==> src/rtl/referee_pop.sv <==
// Round-robin pop referee: drains POP_FIFO source FIFOs into one destination FIFO
// in bursts of up to BURST_MAX words, throttled by source and destination flags.
module referee_pop #(
  parameter int unsigned POP_FIFO   = 4,
  parameter int unsigned DATA_WIDTH = 10,
  parameter int unsigned BURST_MAX  = 4
) (
  input  logic                           clk,
  input  logic                           reset,
  input  logic [POP_FIFO-1:0]            empty_monarchy,
  input  logic [POP_FIFO-1:0]            almost_empty_monarchy,
  input  logic [POP_FIFO*DATA_WIDTH-1:0] data_in_monarchy,
  input  logic                           almost_full_monarchy,
  output logic [POP_FIFO-1:0]            pop_monarchy,
  output logic                           push_monarchy,
  output logic [DATA_WIDTH-1:0]          data_out,
  output logic [$clog2(POP_FIFO)-1:0]    grant
);

  localparam int unsigned GW = $clog2(POP_FIFO);
  localparam int unsigned BW = $clog2(BURST_MAX + 1);

  typedef enum logic {
    IDLE  = 1'b0,
    SERVE = 1'b1
  } state_e;

  state_e                state_q, state_d;
  logic [GW-1:0]         grant_q, grant_d;
  logic [BW-1:0]         burst_q, burst_d;
  logic                  rd_valid_q;
  logic [GW-1:0]         rd_idx_q;
  logic                  push_q;
  logic [DATA_WIDTH-1:0] data_q;
  logic                  pop_fire_c;
  logic                  scan_found;
  logic [GW-1:0]         scan_cand;
  logic [DATA_WIDTH-1:0] src_data [POP_FIFO];

  for (genvar g = 0; g < POP_FIFO; g++) begin : g_slice
    assign src_data[g] = data_in_monarchy[g*DATA_WIDTH +: DATA_WIDTH];
  end

  // A pop happens only while serving a non-empty source with room downstream.
  assign pop_fire_c = (state_q == SERVE) && !empty_monarchy[grant_q] && !almost_full_monarchy;

  always_ff @(posedge clk or negedge reset) begin
    if (!reset) begin
      state_q <= IDLE;
      grant_q <= GW'(POP_FIFO - 1);
      burst_q <= '0;
    end else begin
      state_q <= state_d;
      grant_q <= grant_d;
      burst_q <= burst_d;
    end
  end

  always_comb begin
    state_d    = state_q;
    grant_d    = grant_q;
    burst_d    = burst_q;
    scan_found = 1'b0;
    scan_cand  = '0;
    case (state_q)
      IDLE: begin
        // Scan starts one past the last served source so every source gets a turn.
        for (int unsigned k = 1; k <= POP_FIFO; k++) begin
          scan_cand = GW'((32'(grant_q) + k) % POP_FIFO);
          if (!scan_found && !empty_monarchy[scan_cand]) begin
            scan_found = 1'b1;
            grant_d    = scan_cand;
          end
        end
        if (scan_found) begin
          state_d = SERVE;
          burst_d = '0;
        end
      end
      SERVE: begin
        if (empty_monarchy[grant_q]) begin
          state_d = IDLE;
        end else if (!almost_full_monarchy) begin
          burst_d = burst_q + BW'(1);
          if (almost_empty_monarchy[grant_q] || (burst_q == BW'(BURST_MAX - 1))) begin
            state_d = IDLE;
          end
        end
      end
      default: state_d = IDLE;
    endcase
  end

  always_comb begin
    pop_monarchy = '0;
    if (pop_fire_c) begin
      pop_monarchy[grant_q] = 1'b1;
    end
  end

  // Read data arrives the cycle after the pop; it is registered out one cycle later.
  always_ff @(posedge clk or negedge reset) begin
    if (!reset) begin
      rd_valid_q <= 1'b0;
      rd_idx_q   <= '0;
      push_q     <= 1'b0;
      data_q     <= '0;
    end else begin
      rd_valid_q <= pop_fire_c;
      if (pop_fire_c) begin
        rd_idx_q <= grant_q;
      end
      push_q <= rd_valid_q;
      if (rd_valid_q) begin
        data_q <= src_data[rd_idx_q];
      end
    end
  end

  assign push_monarchy = push_q;
  assign data_out      = data_q;
  assign grant         = grant_q;

endmodule

==> config.mk <==
export PLATFORM = sky130hd
export DESIGN_NAME = referee_pop
export DESIGN_NICKNAME = d
export VERILOG_FILES = /design/src/rtl/referee_pop.sv
export SDC_FILE = /design/constraint.sdc
export NUM_CORES = 1
export LEC_CHECK = 0
export CORE_MARGIN = 5
export CORE_UTILIZATION = 42
export CTS_CLUSTER_SIZE = 40
export DETAILED_ROUTE_END_ITERATION = 8
export GPL_ROUTABILITY_DRIVEN = 0
export PLACE_DENSITY_LB_ADDON = 0.05
export SETUP_SLACK_MARGIN = 0.3
export SLEW_MARGIN = 20
export SYNTH_ARGS = -nofsm -noshare
export SYNTH_HDL_FRONTEND = slang
export SYNTH_SLANG_ARGS = --single-unit
export TNS_END_PERCENT = 1
==> constraint.sdc <==
create_clock -name clk -period 3.8 [get_ports clk]
set_input_delay 0.76 -clock clk [delete_from_list [all_inputs] [get_ports clk]]
set_output_delay 0.76 -clock clk [all_outputs]
set_load 0.03 [all_outputs]
; ---- Yosys cells after proc, flatten, opt, wreduce, memory -nomap -nowiden
; Index checks and enable logic that the tools add are counted.
[totals]
output_inout_bits = 17
register_bits = 20
wordCells = 82
[op_classes]
n_addsub = 5
eq_ne = 5
order_cmp = 7
n_bitwise = 2
n_reduce_logical = 17
muxes = 39
[ops]
columns = cell, n
row1 = 10-bit binary-select mux with 2-bit select, 1
row2 = 10-bit two-way mux, 2
row3 = 1-bit two-way mux, 19
row4 = "2-bit by 3-bit less-than comparator with 1-bit output, second input constant", 5
row5 = 1-bit binary-select mux with 2-bit select, 6
row6 = 3-bit two-way mux, 3
row7 = 1-bit logical NOT, 8
row8 = 2-bit two-way mux, 4
row9 = 1-bit logical AND, 6
row10 = 3-bit case mux with 2 select lines, 1
row11 = "2-bit by 1-bit adder with 2-bit output, second input constant", 2
row12 = "2-bit adder, second input constant", 2
row13 = 4-bit two-way mux, 1
row14 = "2-bit inequality test, second input constant", 2
row15 = "4-bit by 1-bit inequality test with 1-bit output, second input constant", 1
row16 = "3-bit by 1-bit adder with 3-bit output, second input constant", 1
row17 = "3-bit by 2-bit == test with 1-bit output, second input constant", 1
row18 = "3-bit >= comparator, second input constant", 1
row19 = 2-bit NOT with 3-bit output, 1
row20 = 3-bit AND reduction, 1
row21 = 1-bit demux with 2-bit select, 1
row22 = "2-bit by 1-bit >= comparator with 1-bit output, second input constant", 1
row23 = "2-bit by 1-bit inequality test with 1-bit output, second input constant", 1
row24 = 1-bit case mux with 2 select lines, 1
row25 = 3 further kinds, 3

; ---- Logic depth before layout (Yosys ltp)
; Gate-level depths: netlist of run 1.
[depth]
depth_word = 19
ltp_mapped = 7
ltp_nobuf = 6

; ---- Worst setup path after synthesis of run 1
; OpenSTA, ideal clock, no wires.
[synth_timing]
path_kind = reg2out
startpoint = register grant_q[0], in the netlist grant[0]
endpoint = output port pop_monarchy[0]
required_ns = 3.040
path_buffers = 1
setup_slack_ns = 1.245
t_arrival_ns = 1.795
stages_incl_launch_ff = 5
path_cell_list = dfstp_2 -> buf_6 -> mux4_2 -> nor2_4 -> and3_2
[synth_via]
elab_chain_len = 6
[synth_lines]
columns = item, line_no
row1 = from (decl), 29  ; logic [GW-1:0] grant_q, grant_d;
row2 = from (signal assigned), 50  ; grant_q <= GW'(POP_FIFO - 1);
row3 = from (signal assigned), 54  ; grant_q <= grant_d;
row4 = "parallel branches: the longest is 5 deep, another holds 2-bit by 3-bit less-than comparator with 1-bit output", -
row5 = 4-bit two-way mux *, 96  ; if (pop_fire_c) begin
row6 = to (decl), 14  ; output logic [POP_FIFO-1:0] pop_monarchy,
; Mark *: on every way between the ends. The select of a mux whose other input is x is not followed.

; ---- Worst setup path in the final report of run 1
[layout_timing]
startpoint = input port empty_monarchy[3]
endpoint = output port pop_monarchy[0]
[layout_via]
elab_chain_len = 6
[layout_lines]
columns = item, line_no
row1 = from (decl), 10  ; input logic [POP_FIFO-1:0] empty_monarchy,
row2 = 1-bit binary-select mux with 2-bit select, 45  ; assign pop_fire_c = (state_q == SERVE) && !empty_monarchy[grant_q] && !almost_full_monarchy;
row3 = 1-bit two-way mux (not written as such), 45
row4 = 1-bit logical NOT, 45
row5 = 1-bit logical AND (2 in series), 45
row6 = 4-bit two-way mux, 96
; No other way between the ends. The select of a mux whose other input is x is not followed.

==> metrics, run 1 <==
IO Pins 68; Leakage 0.832 nW; CTS Buffer Depth 2; PwrDens 681 nW/µm²; Post-Syn Area 1280 µm²; worst setup path class in -> out; Post-CTS Hold Buffers 0; Clock Pin Slew Worst Setup and Hold Paths 0.11 ns; Synth top area share 35.1%; final hold violations 0; hold path cells 1; crit path to pop_monarchy[0]; final worst slack approximately 0.15 ns; final worst path period need 3.65 ns; status complete, no violations; Synth area leader dfrtp_1; antenna viol nets, final 0; share of flip-flops with an asynchronous set or reset 100%; Hold/Removal Path Class reg -> reg; largest cells by area after synthesis dfrtp_1, mux4_2, mux2_2; Flop pwr share 35.2%; CTS tree built; period utilisation layout 95.9%; Worst setup EP type primary output; Sw Share between 40% and 50%; Num CTS Buffers 3; first-pass GRT wire length roughly 5600 µm; routed wl met2 around 1600 µm; Startpoint Class primary input; top achievable clock speed 274 MHz; Post-Place Setup Slack 0.148 ns; R2R cell count 6; Port Buf Inserts 67; top cells by count, synth dfrtp_1, mux2_2, mux4_2; Max VDD drop 0.000433 V; Rel. slew slack 41.0%; FF-to-FF End grant[0]$_DFFE_PN1P_; dpl hpwl 2640 µm; average wire per standard cell 17.4 µm; number of synthesized flops with an enable pin 0; antenna violations before repair 0; combinational share of power 57.1%; number of global-route vias before repair approximately 1,200; Met3 Routed Length 264 µm; final slew viol count 0; Post-Synthesis Cells 93; CP Max Fanout 9; syn_nets 150; post-synthesis cell type count 31; sequential-to-total area share from yosys stat 39.2%; Final TNS setup 0 ns; Pint 807 µW; Final Skew 0.00655 ns; initial drt markers 20; top layer in use met4; core box area 3000 µm²; yosys warns 0; RSZ-0062 raised after global routing yes; origin of the worst setup path empty_monarchy[3]; ANT cells 0; latest clock arrival within the worst-skew pair 0.29 ns; Die X 65.3 µm; H-tree depth 1; total gr overflow 0; Root Buffer clkbuf_4; vias 1,061; die footprint 4260 µm²; share of post-route cells with drive strength above 1 a little under a quarter; most frequent cell after synthesis dfrtp_1; Vias per Instance about 5.5; Nets 217; TritonRoute pass-1 iters 5; Worst Tran Pin Value 0.882 ns; fin util roughly 66%; r2r startpoint grant[0]$_DFFE_PN1P_; DRC Markers 0; worst path required time 3.04 ns; Initial Util 42.7%; M1 WL 1440 µm; Avg Synthesized Cell Area 13.8 µm²; Arrival @ worst endpoint 2.89 ns; clock sink total 20; pin count of the biggest net entering global routing 21; DRT Wirelength 3340 µm; # setup viols final 0; synthesis-to-layout area growth 55.5%; Seq cells post-synth 20; Max Cap Viol 0; clock share of power under 10%; ys flop type dfrtp_1; flop-to-flop setup slack 1.64 ns; Rows 20; Psw 550 µW; die height 65.3 µm; Total GRT Usage 16.7%
[worst max-delay path: stages]
cell and delay, ns:
clkdlybuf4s50_1 0.48, mux4_2 0.55, nor2_4 0.22, and3_2 0.21
clkdlybuf4s50_1 0.67
[flip-flops by register name, indices dropped and copies added (netlist names)]
name and flops:
rd_valid_q 1, state_q 1, push_monarchy 1, rd_idx_q 2
grant 2, burst_q 3, data_out 10
[logic make-up (layout without fill, tap and decap cells)]
kind of cell	Yosys count	after routing	share of synthesized area [%]
multiplexers	28	28	35.8
flip-flops	20	20	39.2
AND/OR/NAND/NOR	17	17	7.90
AO/OA/AOI/OAI	11	11	6.54
buffers and inverters	9	75	3.32
adder cells (fa/ha/maj)	6	6	5.85
XOR/XNOR	2	2	1.37
[final cells by class]
cell class	count	area, µm²
fill	260	1010
multi-input combinational	64	737
sequential	20	503
timing repair buffer	67	672
tap	33	41.3
inverter	4	15.0
clock buffer	4	26.3
[worst min path at each step]
stage          slack [ns]                    start                      end
2_1_floorplan        0.35     rd_valid_q$_DFF_PN0_  push_monarchy$_DFF_PN0_
5_1_grt              0.54  data_out[3]$_DFFE_PN0P_  data_out[3]$_DFFE_PN0P_
3_5_place_dp         0.49   burst_q[2]$_DFFE_PN0P_   burst_q[2]$_DFFE_PN0P_
6_report             0.52  data_out[2]$_DFFE_PN0P_  data_out[2]$_DFFE_PN0P_
3_3_place_gp         0.49  data_out[0]$_DFFE_PN0P_  data_out[0]$_DFFE_PN0P_
4_1_cts              0.52  data_out[5]$_DFFE_PN0P_  data_out[5]$_DFFE_PN0P_
[routing by layer]
metal / global-route usage, % / vias to the layer above
met4: 4.66 / 0
met5: 0 / -
met3: 3.93 / 4
met2: 29.2 / 47
met1: 20.5 / 512
li1: - / 498
[repair_timing]
item                       4_1_cts  5_1_grt
buffers inserted                 0        0
setup endpoints to repair        4        3
resized for setup                1        1
[per-stage QoR]
step	instance area [µm²]	hold slack, ns	std cells	power, mW
after floorplan	1280	0.352	93	0.988
after global placement	1970	0.488	188	1.25
after detailed placement	1970	0.493	188	1.28
after CTS	1990	0.523	192	1.38
after global routing	1990	0.542	192	1.46
final	1990	0.516	192	1.36
[cell usage in the layout, fill, tap and decap left out, types with 2 or more instances in the layout]
cell type        count
clkdlybuf4s50_1     65
dfrtp_1             18
mux2_2              12
mux4_2              11
ha_1                 6
inv_1                4
and3_2               4
nand2_1              4
nor2_1               4
clkbuf_4             3
mux2i_1              2
a22o_1               2
mux2_4               2
o211ai_1             2
dfstp_2              2
[power groups by stage]
stage	sequential [mW]	clock (mW)	combinational [mW]
finish	0.478	0.104	0.775
global placement	0.482	0	0.769
global route	0.511	0.117	0.836
floorplan	0.528	0	0.461
CTS	0.485	0.107	0.787
detailed placement	0.489	0	0.786
(Power assumes the default switching activity.)
==> run 2: changes to the inputs <==
==> constraint.sdc (replaced) <==
create_clock -name clk -period 3.8 [get_ports clk]
set_input_delay 0.76 -clock clk [delete_from_list [all_inputs] [get_ports clk]]
set_output_delay 0.76 -clock clk [all_outputs]
set_load 0.05 [all_outputs]
==> run 2 against run 1 <==
Against the previous run:
- combinational power up 18%
- fmax up 15%
- clock skew is 0.0047 ns lower
- core utilization is 1.2 points higher
- sequential power hardly changed
- largest cell class unchanged
==> metrics, run 2 (synthesized netlist as in run 1, its figures left out) <==
most frequent cells in the layout clkdlybuf4s50_1, dfrtp_1, mux2_2 (unchanged); Psw 676 µW (was 550 µW); combinational share of power 61.4% (was 57.1%); DRC Markers 0 (unchanged); initial drt markers 22 (was 20); dpl hpwl 2780 µm (was 2640 µm); Arrival @ worst endpoint 2.40 ns (was 2.89 ns); # setup viols final 0 (unchanged); Initial Util 42.7% (unchanged); Flop pwr share 32.1% (was 35.2%); Total GRT Usage 17.2% (was 16.7%); RSZ-0062 raised after global routing no (was yes); status complete, no violations (unchanged); clock share of power 6.6% (was 7.7%); Vias per Instance 5.55 (was 5.53); Max VDD drop 0.000385 V (was 0.000433 V); fin util 67.6% (was 66.4%); antenna violations before repair 0 (unchanged); total gr overflow 0 (unchanged); CP Max Fanout 9 (unchanged); postcts setup bufs 0 (unchanged); Pint 819 µW (was 807 µW); CTS tree built (unchanged); number of global-route vias before repair 1,167 (was 1,168); Rows 20 (unchanged); Hold/Removal Path Class reg -> reg (unchanged); cells resized by post-CTS repair 0 (was 1); PwrDens 737 nW/µm² (was 681 nW/µm²); clock sink total 20 (unchanged); CTS Buffer Depth 2 (unchanged); pin count of the biggest net entering global routing 21 (unchanged); antenna viol nets, final 0 (unchanged); Post-CTS Hold Buffers 0 (unchanged); Max Cap Viol 0 (unchanged); most common cell after layout, fill and taps aside clkdlybuf4s50_1 (unchanged); share of post-route cells with drive strength above 1 25.3% (was 22.6%); die height 65.3 µm (unchanged); average wire per standard cell 18.0 µm (was 17.4 µm); Port Buf Inserts 67 (unchanged); latest clock arrival within the worst-skew pair 0.29 ns (about the same); synthesis-to-layout area growth 58.2% (was 55.5%); period utilisation layout 83.2% (was 95.9%); Clock Pin Slew Worst Setup and Hold Paths 0.10 ns (was 0.11 ns); final slew viol count 0 (unchanged); Root Buffer clkbuf_4 (unchanged); core box area 3000 µm² (unchanged); vias 1,060 (was 1,061); worst path required time 3.04 ns (about the same); Leakage 0.828 nW (was 0.832 nW); worst setup path class in -> out (unchanged); max reg flops 10 (unchanged); Nets 217 (unchanged); IO Pins 68 (unchanged); Die X 65.3 µm (unchanged); first-pass GRT wire length 5600 µm (was 5570 µm); Final Skew 0.00181 ns (was 0.00655 ns); ANT cells 0 (unchanged); H-tree depth 1 (unchanged); Startpoint Class primary input (unchanged); final worst path period need 3.16 ns (was 3.65 ns); placed cell area 2010 µm² (was 1970 µm²); final hold violations 0 (unchanged); Worst Tran Pin Value 0.912 ns (was 0.882 ns); Num CTS Buffers 3 (unchanged); TritonRoute pass-1 iters 4 (was 5); die footprint 4260 µm² (unchanged); Sw Share 45.2% (was 40.5%); Rel. slew slack 39.0% (was 41.0%); top achievable clock speed 316 MHz (was 274 MHz); DRT Wirelength 3450 µm (was 3340 µm); Finished Cell Area 2030 µm² (was 1990 µm²); Final TNS setup 0 ns (unchanged); Worst setup EP type primary output (unchanged)
-- run 2: final timing paths --
path	startpoint	end	slack (ns)	cells past startpoint
max	empty_monarchy[3]	pop_monarchy[2]	0.64	5
max in group asynchronous	reset	data_out[8]$_DFFE_PN0P_	2.28	1
max reg2reg	grant[0]$_DFFE_PN1P_	grant[0]$_DFFE_PN1P_	1.63	6
min	data_out[5]$_DFFE_PN0P_	data_out[5]$_DFFE_PN0P_	0.51	1
min in group asynchronous	reset	data_out[0]$_DFFE_PN0P_	0.97	1
min reg2reg	data_out[5]$_DFFE_PN0P_	data_out[5]$_DFFE_PN0P_	0.51	1
-- run 2: metal layers --
| metal | routed length [µm] | part of all wire (%) | vias to the layer above | track usage [%] |
|---|---|---|---|---|
| li1 | - | - | 493 | - |
| met1 | 1430 | 41 | 509 | 20.7 |
| met2 | 1690 | 49 | 52 | 29.8 |
| met3 | 261 | 7.6 | 6 | 3.59 |
| met4 | 69 | 2.0 | 0 | 7.25 |
| met5 | 0 | 0 | - | 0 |
-- run 2: power by group through the flow --
stage / clock [mW] / combinational (mW) / sequential [mW]
floorplan: 0 / 0.471 / 0.633
global placement: 0 / 0.902 / 0.482
detailed placement: 0 / 0.927 / 0.490
CTS: 0.103 / 0.928 / 0.486
global route: 0.113 / 0.974 / 0.506
finish: 0.0980 / 0.917 / 0.480
-- run 2: layout make-up --
type                    instances  area [µm²]
fillers                       241         973
multi-input cells              64         737
repair buffers                 67         711
flip-flops and latches         20         503
well taps                      33        41.3
clock buffers                   3        22.5
inverters                       4        15.0
-- run 2: stage by stage --
stage / power [mW] / instances / hold slack (ns) / worst slack, ns
6_report: 1.50 / 191 / 0.515 / 0.640
5_1_grt: 1.59 / 191 / 0.533 / 0.541
4_1_cts: 1.52 / 191 / 0.519 / 0.633
3_5_place_dp: 1.42 / 188 / 0.494 / 0.626
3_3_place_gp: 1.38 / 188 / 0.489 / 0.675
2_1_floorplan: 1.10 / 93 / 0.352 / 1.09
-- run 2: worst max-delay path: stages --
cell	delay (ns)
clkdlybuf4s50_1	0.48
mux4_2	0.55
nor2_4	0.22
and3_2	0.25
buf_12	0.14
==> patch 1, RTL diff (flow settings as in run 1) <==
Reset style: synchronous (`reset`), changed in 2 clocked blocks.
--- a/src/rtl/referee_pop.sv
+++ b/src/rtl/referee_pop.sv
@@ -44,7 +44,7 @@
   // A pop happens only while serving a non-empty source with room downstream.
   assign pop_fire_c = (state_q == SERVE) && !empty_monarchy[grant_q] && !almost_full_monarchy;
 
-  always_ff @(posedge clk or negedge reset) begin
+  always_ff @(posedge clk) begin
     if (!reset) begin
       state_q <= IDLE;
       grant_q <= GW'(POP_FIFO - 1);
@@ -99,7 +99,7 @@
   end
 
   // Read data arrives the cycle after the pop; it is registered out one cycle later.
-  always_ff @(posedge clk or negedge reset) begin
+  always_ff @(posedge clk) begin
     if (!reset) begin
       rd_valid_q <= 1'b0;
       rd_idx_q   <= '0;
Function: differs if reset is asserted again (counterexample within 4 cycles, from zero or initial values and one cycle with reset low); with reset held inactive, the same outputs for 10 cycles.
==> patch 1 against run 1 <==
  * Sequential cell count is the same
  * Maximum frequency grew 11%
  * Power shrank 40%
  * Routed wire length shrank 3.7%
  * Global-route usage shrank 1.3 points
  * Setup slack gained 0.35 ns
  * Area after synthesis grew 1.8%
  * Clock skew shrank 0.00089 ns
  * Final area grew 2.1%
  * Register-to-register slack lost 0.52 ns
  * Largest power group unchanged
==> patch 1: results (changes against run 1) <==
[outcome]
run_status=complete, no violations  ; unchanged

[placement]
dp.cells=221  ; was 188
pre_cts_ws_ns=0.407  ; was 0.148 ns
place_area_mm2=0.00199  ; was 0.00197 mm²
place_hpwl_um=2570  ; was 2640 µm

[global_route]
grt_pass1_vias=1148  ; was 1168
grt_pass1_wl_um=5170  ; was 5570 µm
grt_max_degree=18  ; was 21
grtUsageTotal_pct=15.4  ; was 16.7%

[timing]
clock_skew_ns=0.00566  ; was 0.00655 ns
fin_crit_sh_pct=86.8  ; was 95.9%

[routing]
post_drt_via_cell_ratio=5.18  ; was 5.53
drt_wl_total_um=3210  ; was 3340 µm
drt_iter0_markers=31  ; was 20
met3WireLength_um=223  ; was 264 µm
route.met2.wl_um=1610  ; was 1590 µm

[worst_setup_path]
reg2reg_to=grant[1]  ; was grant[0]
rr_worst_depth=5  ; was 6
rrSetupSlack_ns=1.12  ; was 1.64 ns
crit_end=pop_monarchy[1]  ; was pop_monarchy[0]

[clock_tree]
cts.repair.resized=0  ; was 1
clk_latency_ns=0.31  ; was 0.29 ns

[synth]
yosys_most_used_dff=dfxtp_1  ; was dfrtp_1
synth_common_cells=dfxtp_1, nor2_1, mux2i_1, mux4_2, o21ai_0  ; was dfrtp_1, mux2_2, mux4_2, ha_1
seq_area_frac_synth_pct=30.7  ; was 39.2%
syn_nets=172  ; was 150
synth_cell_types=32  ; was 31
async_flop_share_pct=0  ; was 100%

[pwr]
vdd_drop_max_mv=0.227  ; was 0.433 mV
p_leak_nw=0.751  ; was 0.832 nW
switching_share_pct=36.9  ; was 40.5%

[hold_path]
hold_start=burst_q[0]  ; was data_out[2]

[layout]
fillerInstances=249  ; was 260
fin_nets=242  ; was 217
drive_above_1_share_pct=15.8  ; was 22.6%

patch 1: kinds of logic (layout without fill, tap and decap cells):
| family | Yosys count | in the layout | share of synthesized area (%) |
|---|---|---|---|
| AO/OA/AOI/OAI | 21 | 21 | 10.1 |
| flip-flops | 20 | 20 | 30.7 |
| buffers and inverters | 10 | 78 | 3.93 |
| AND/OR/NAND/NOR | 30 | 30 | 12.6 |
| adder cells (fa/ha/maj) | 6 | 6 | 5.75 |
| multiplexers | 28 | 28 | 37.0 |
patch 1: cell type report:
class | count | area (µm²) | share of cell area (%)
repair buffers | 71 | 691 | 33.9
flip-flops and latches | 20 | 400 | 19.7
clock buffers | 3 | 22.5 | 1.11
inverters | 4 | 15.0 | 0.737
multi-input cells | 85 | 853 | 41.9
well taps | 44 | 55.1 | 2.70
patch 1: what timing repair did:
action	4_1_cts	5_1_grt
setup buffers	0	3
hold buffers	0	0
endpoints found under the setup margin	0	4
patch 1: worst register-to-register path, cell delays in order, from the launching register on:
cell and delay, ns:
dfxtp_1 0.66, inv_1 0.23, ha_1 0.43, mux4_1 0.66
a31o_2 0.28, a221o_1 0.33
patch 1: power groups by stage:
stage / Combinational, mW / Clock (mW) / Sequential, mW
6_report: 0.401 / 0.105 / 0.308
5_1_grt: 0.436 / 0.115 / 0.318
4_1_cts: 0.393 / 0.107 / 0.310
3_5_place_dp: 0.392 / 0 / 0.315
3_3_place_gp: 0.384 / 0 / 0.312
2_1_floorplan: 0.285 / 0 / 0.296
patch 1: layer usage:
| metal | global-route usage [%] | vias to the layer above |
|---|---|---|
| met3 | 3.93 | 5 |
| met1 | 19.0 | 547 |
| met2 | 25.7 | 43 |
| met4 | 5.44 | 0 |
| met5 | 0 | - |
| li1 | - | 581 |
==> patch 2, RTL diff (config.mk and constraints of run 1) <==
Made on the original files. Change the parameter `DATA_WIDTH` from 10 to 5.
--- a/src/rtl/referee_pop.sv
+++ b/src/rtl/referee_pop.sv
@@ -2,7 +2,7 @@
 // in bursts of up to BURST_MAX words, throttled by source and destination flags.
 module referee_pop #(
   parameter int unsigned POP_FIFO   = 4,
-  parameter int unsigned DATA_WIDTH = 10,
+  parameter int unsigned DATA_WIDTH = 5,
   parameter int unsigned BURST_MAX  = 4
 ) (
   input  logic                           clk,
Ports: changed (resized data_in_monarchy and data_out); port bits go from 68 to 43. No check against the original RTL was run, so the function may have changed too.
==> patch 2 against run 1 <==
  * Cell count decreased by 23%
  * Area after synthesis decreased by 20%
  * Power decreased by 20%
  * Final area decreased by 25%
  * Count of clock-buffer cells in the layout unchanged
  * Register-to-register slack got worse by 0.29 ns
  * Largest power group unchanged
  * Sequential cell count decreased by 5
  * Highest routed layer unchanged
  * Routed wire length decreased by 33%
  * Setup slack got worse by 0.026 ns
  * Die area decreased by 18%
  * Core utilization decreased by 0.10 points
==> patch 2: results (changes against run 1) <==
[synth]
seq_area_frac_synth_pct=37.1  ; was 39.2%
ys_warn_count=0  ; unchanged
syn_nets=112  ; was 150
async_flop_share_pct=100  ; unchanged
synth_cell_types=29  ; was 31
synth_common_cells=dfrtp_1, mux2_2, mux4_2, ha_1, inv_1  ; was dfrtp_1, mux2_2, mux4_2, ha_1
synthTopCellsByArea=dfrtp_1, mux4_2, mux4_1  ; was dfrtp_1, mux4_2, mux2_2

[worst_setup_path]
rrSetupSlack_ns=1.35  ; was 1.64 ns
startpoint=empty_monarchy[1]  ; was empty_monarchy[3]
r2r_start=grant[0]  ; unchanged
slowest_delay_ns=0.67  ; about the same
reg2reg_to=grant[0]  ; unchanged
path_max_fanout=7  ; was 9
crit_end=pop_monarchy[2]  ; was pop_monarchy[0]
cp_slowest_cell=clkdlybuf4s50_1  ; unchanged
rr_worst_depth=7  ; was 6
arrival_ns=2.91  ; was 2.89 ns

[pwr]
vdd_drop_max_mv=0.605  ; was 0.433 mV
p_leak_nw=0.639  ; was 0.832 nW
p_int_uw=636  ; was 807 µW

[routing]
drt_iter0_markers=16  ; was 20
post_drt_via_cell_ratio=5.25  ; was 5.53
first_pass_iters=4  ; was 5
wl_per_cell_um=15.1  ; was 17.4 µm

[timing]
tightest_slew_ns=0.664  ; was 0.882 ns
clock_skew_ns=0.00384  ; was 0.00655 ns
fmax_ghz=0.272  ; was 0.274 GHz

[clock_tree]
cts_root_buffer=clkbuf_4  ; unchanged
postCtsSetupBuffers=0  ; unchanged
clk_pin_slew_worst_paths_ns=0.08  ; was 0.11 ns
htreeDepth=1  ; unchanged
clk_latency_ns=0.28
numCtsBuffers=3  ; unchanged
clockBufferDepth=2  ; unchanged

[layout]
fin_nets=158  ; was 217
antenna_cells=0  ; unchanged
drive_above_1_share_pct=20.0  ; was 22.6%
largest_register_ff_count=5  ; was 10

[global_route]
grtUsageTotal_pct=14.4  ; was 16.7%
grt_pass1_vias=823  ; was 1168
grt_pass1_wl_um=3860  ; was 5570 µm
antenna_found_initial=0  ; unchanged
grt_max_degree=16  ; was 21

[hold_path]
hold_start=data_out[4]  ; was data_out[2]
holdCritPathClass=flip-flop to flip-flop  ; unchanged

[outcome]
run_status=complete, no violations  ; unchanged

[placement]
pre_cts_ws_ns=0.120  ; was 0.148 ns
portBuffers=42  ; was 67

-- patch 2: changes by cell type in the layout (fill, tap and decap cells not counted), moves of 4 or more --
cell                    run 1  this run
clkdlybuf4s50_1            65        40
dfrtp_1                    18        13
mux2_2                     12         7
and3_2                      4         0
mux4_2                     11         7
and2_1                      0         4
-- patch 2: kinds of logic after synthesis --
kind of cell,count (synthesis),share of synthesized area [%]
xor gates and xnor gates,1,0.859
buffers and inverters,7,3.31
DFF,15,37.1
and+or+nand+nor,17,10.3
adders and majority gates,6,7.36
AOI/OAI and AO/OA,9,7.24
muxes,20,33.9
-- patch 2: final cells by class --
| class | instances | area, µm² |
|---|---|---|
| flip-flops and latches | 15 | 378 |
| well taps | 28 | 35.0 |
| repair buffers | 43 | 429 |
| fillers | 191 | 759 |
| clock buffers | 4 | 26.3 |
| inverters | 5 | 18.8 |
| multi-input cells | 53 | 608 |
-- patch 2: worst min-delay path by stage --
stage / to / slack (ns) / depth (start not counted)
finish: data_out[4] / 0.51 / 1
global route: data_out[0] / 0.54 / 1
CTS: data_out[4] / 0.52 / 1
detailed placement: data_out[4] / 0.50 / 1
global placement: data_out[1] / 0.49 / 1
floorplan: burst_q[0] / 0.46 / 0
-- patch 2: layer usage --
metal / share of wire (%) / vias to the layer above / wire, µm / GRT usage, %
met1: 42 / 378 / 950 / 18.4
met2: 51 / 23 / 1150 / 23.7
met5: 0 / - / 0 / 0
met4: 1.2 / 0 / 27 / 5.83
met3: 4.9 / 2 / 110 / 2.83
li1: - / 374 / - / -
-- patch 2: through the flow --
stage               hold slack (ns)  instances  power [mW]  area, µm²
finish                        0.509        148        1.09       1500
global route                  0.537        148        1.18       1500
CTS                           0.515        148        1.11       1490
detailed placement            0.496        144        1.01       1470
global placement              0.493        144        1.00       1470
floorplan                     0.464         75       0.807       1020
-- patch 2: critical path: cells and delay by family --
family                 cells  cell delay (ns)
buffers and inverters      2             1.13
muxes                      1             0.65
and+or+nand+nor            2             0.37
-- patch 2: power groups by stage --
stage	clock, mW	sequential, mW	combinational, mW
floorplan	0	0.390	0.417
global placement	0	0.333	0.669
detailed placement	0	0.335	0.680
CTS	0.0934	0.331	0.685
global route	0.104	0.345	0.732
finish	0.0894	0.329	0.672
-- patch 2: repair_timing --
| item | 4_1_cts | 5_1_grt |
|---|---|---|
| cloned | 0 | 0 |
| resized for setup | 1 | 1 |
| pin swaps | 0 | 0 |
| setup endpoints to repair | 4 | 3 |
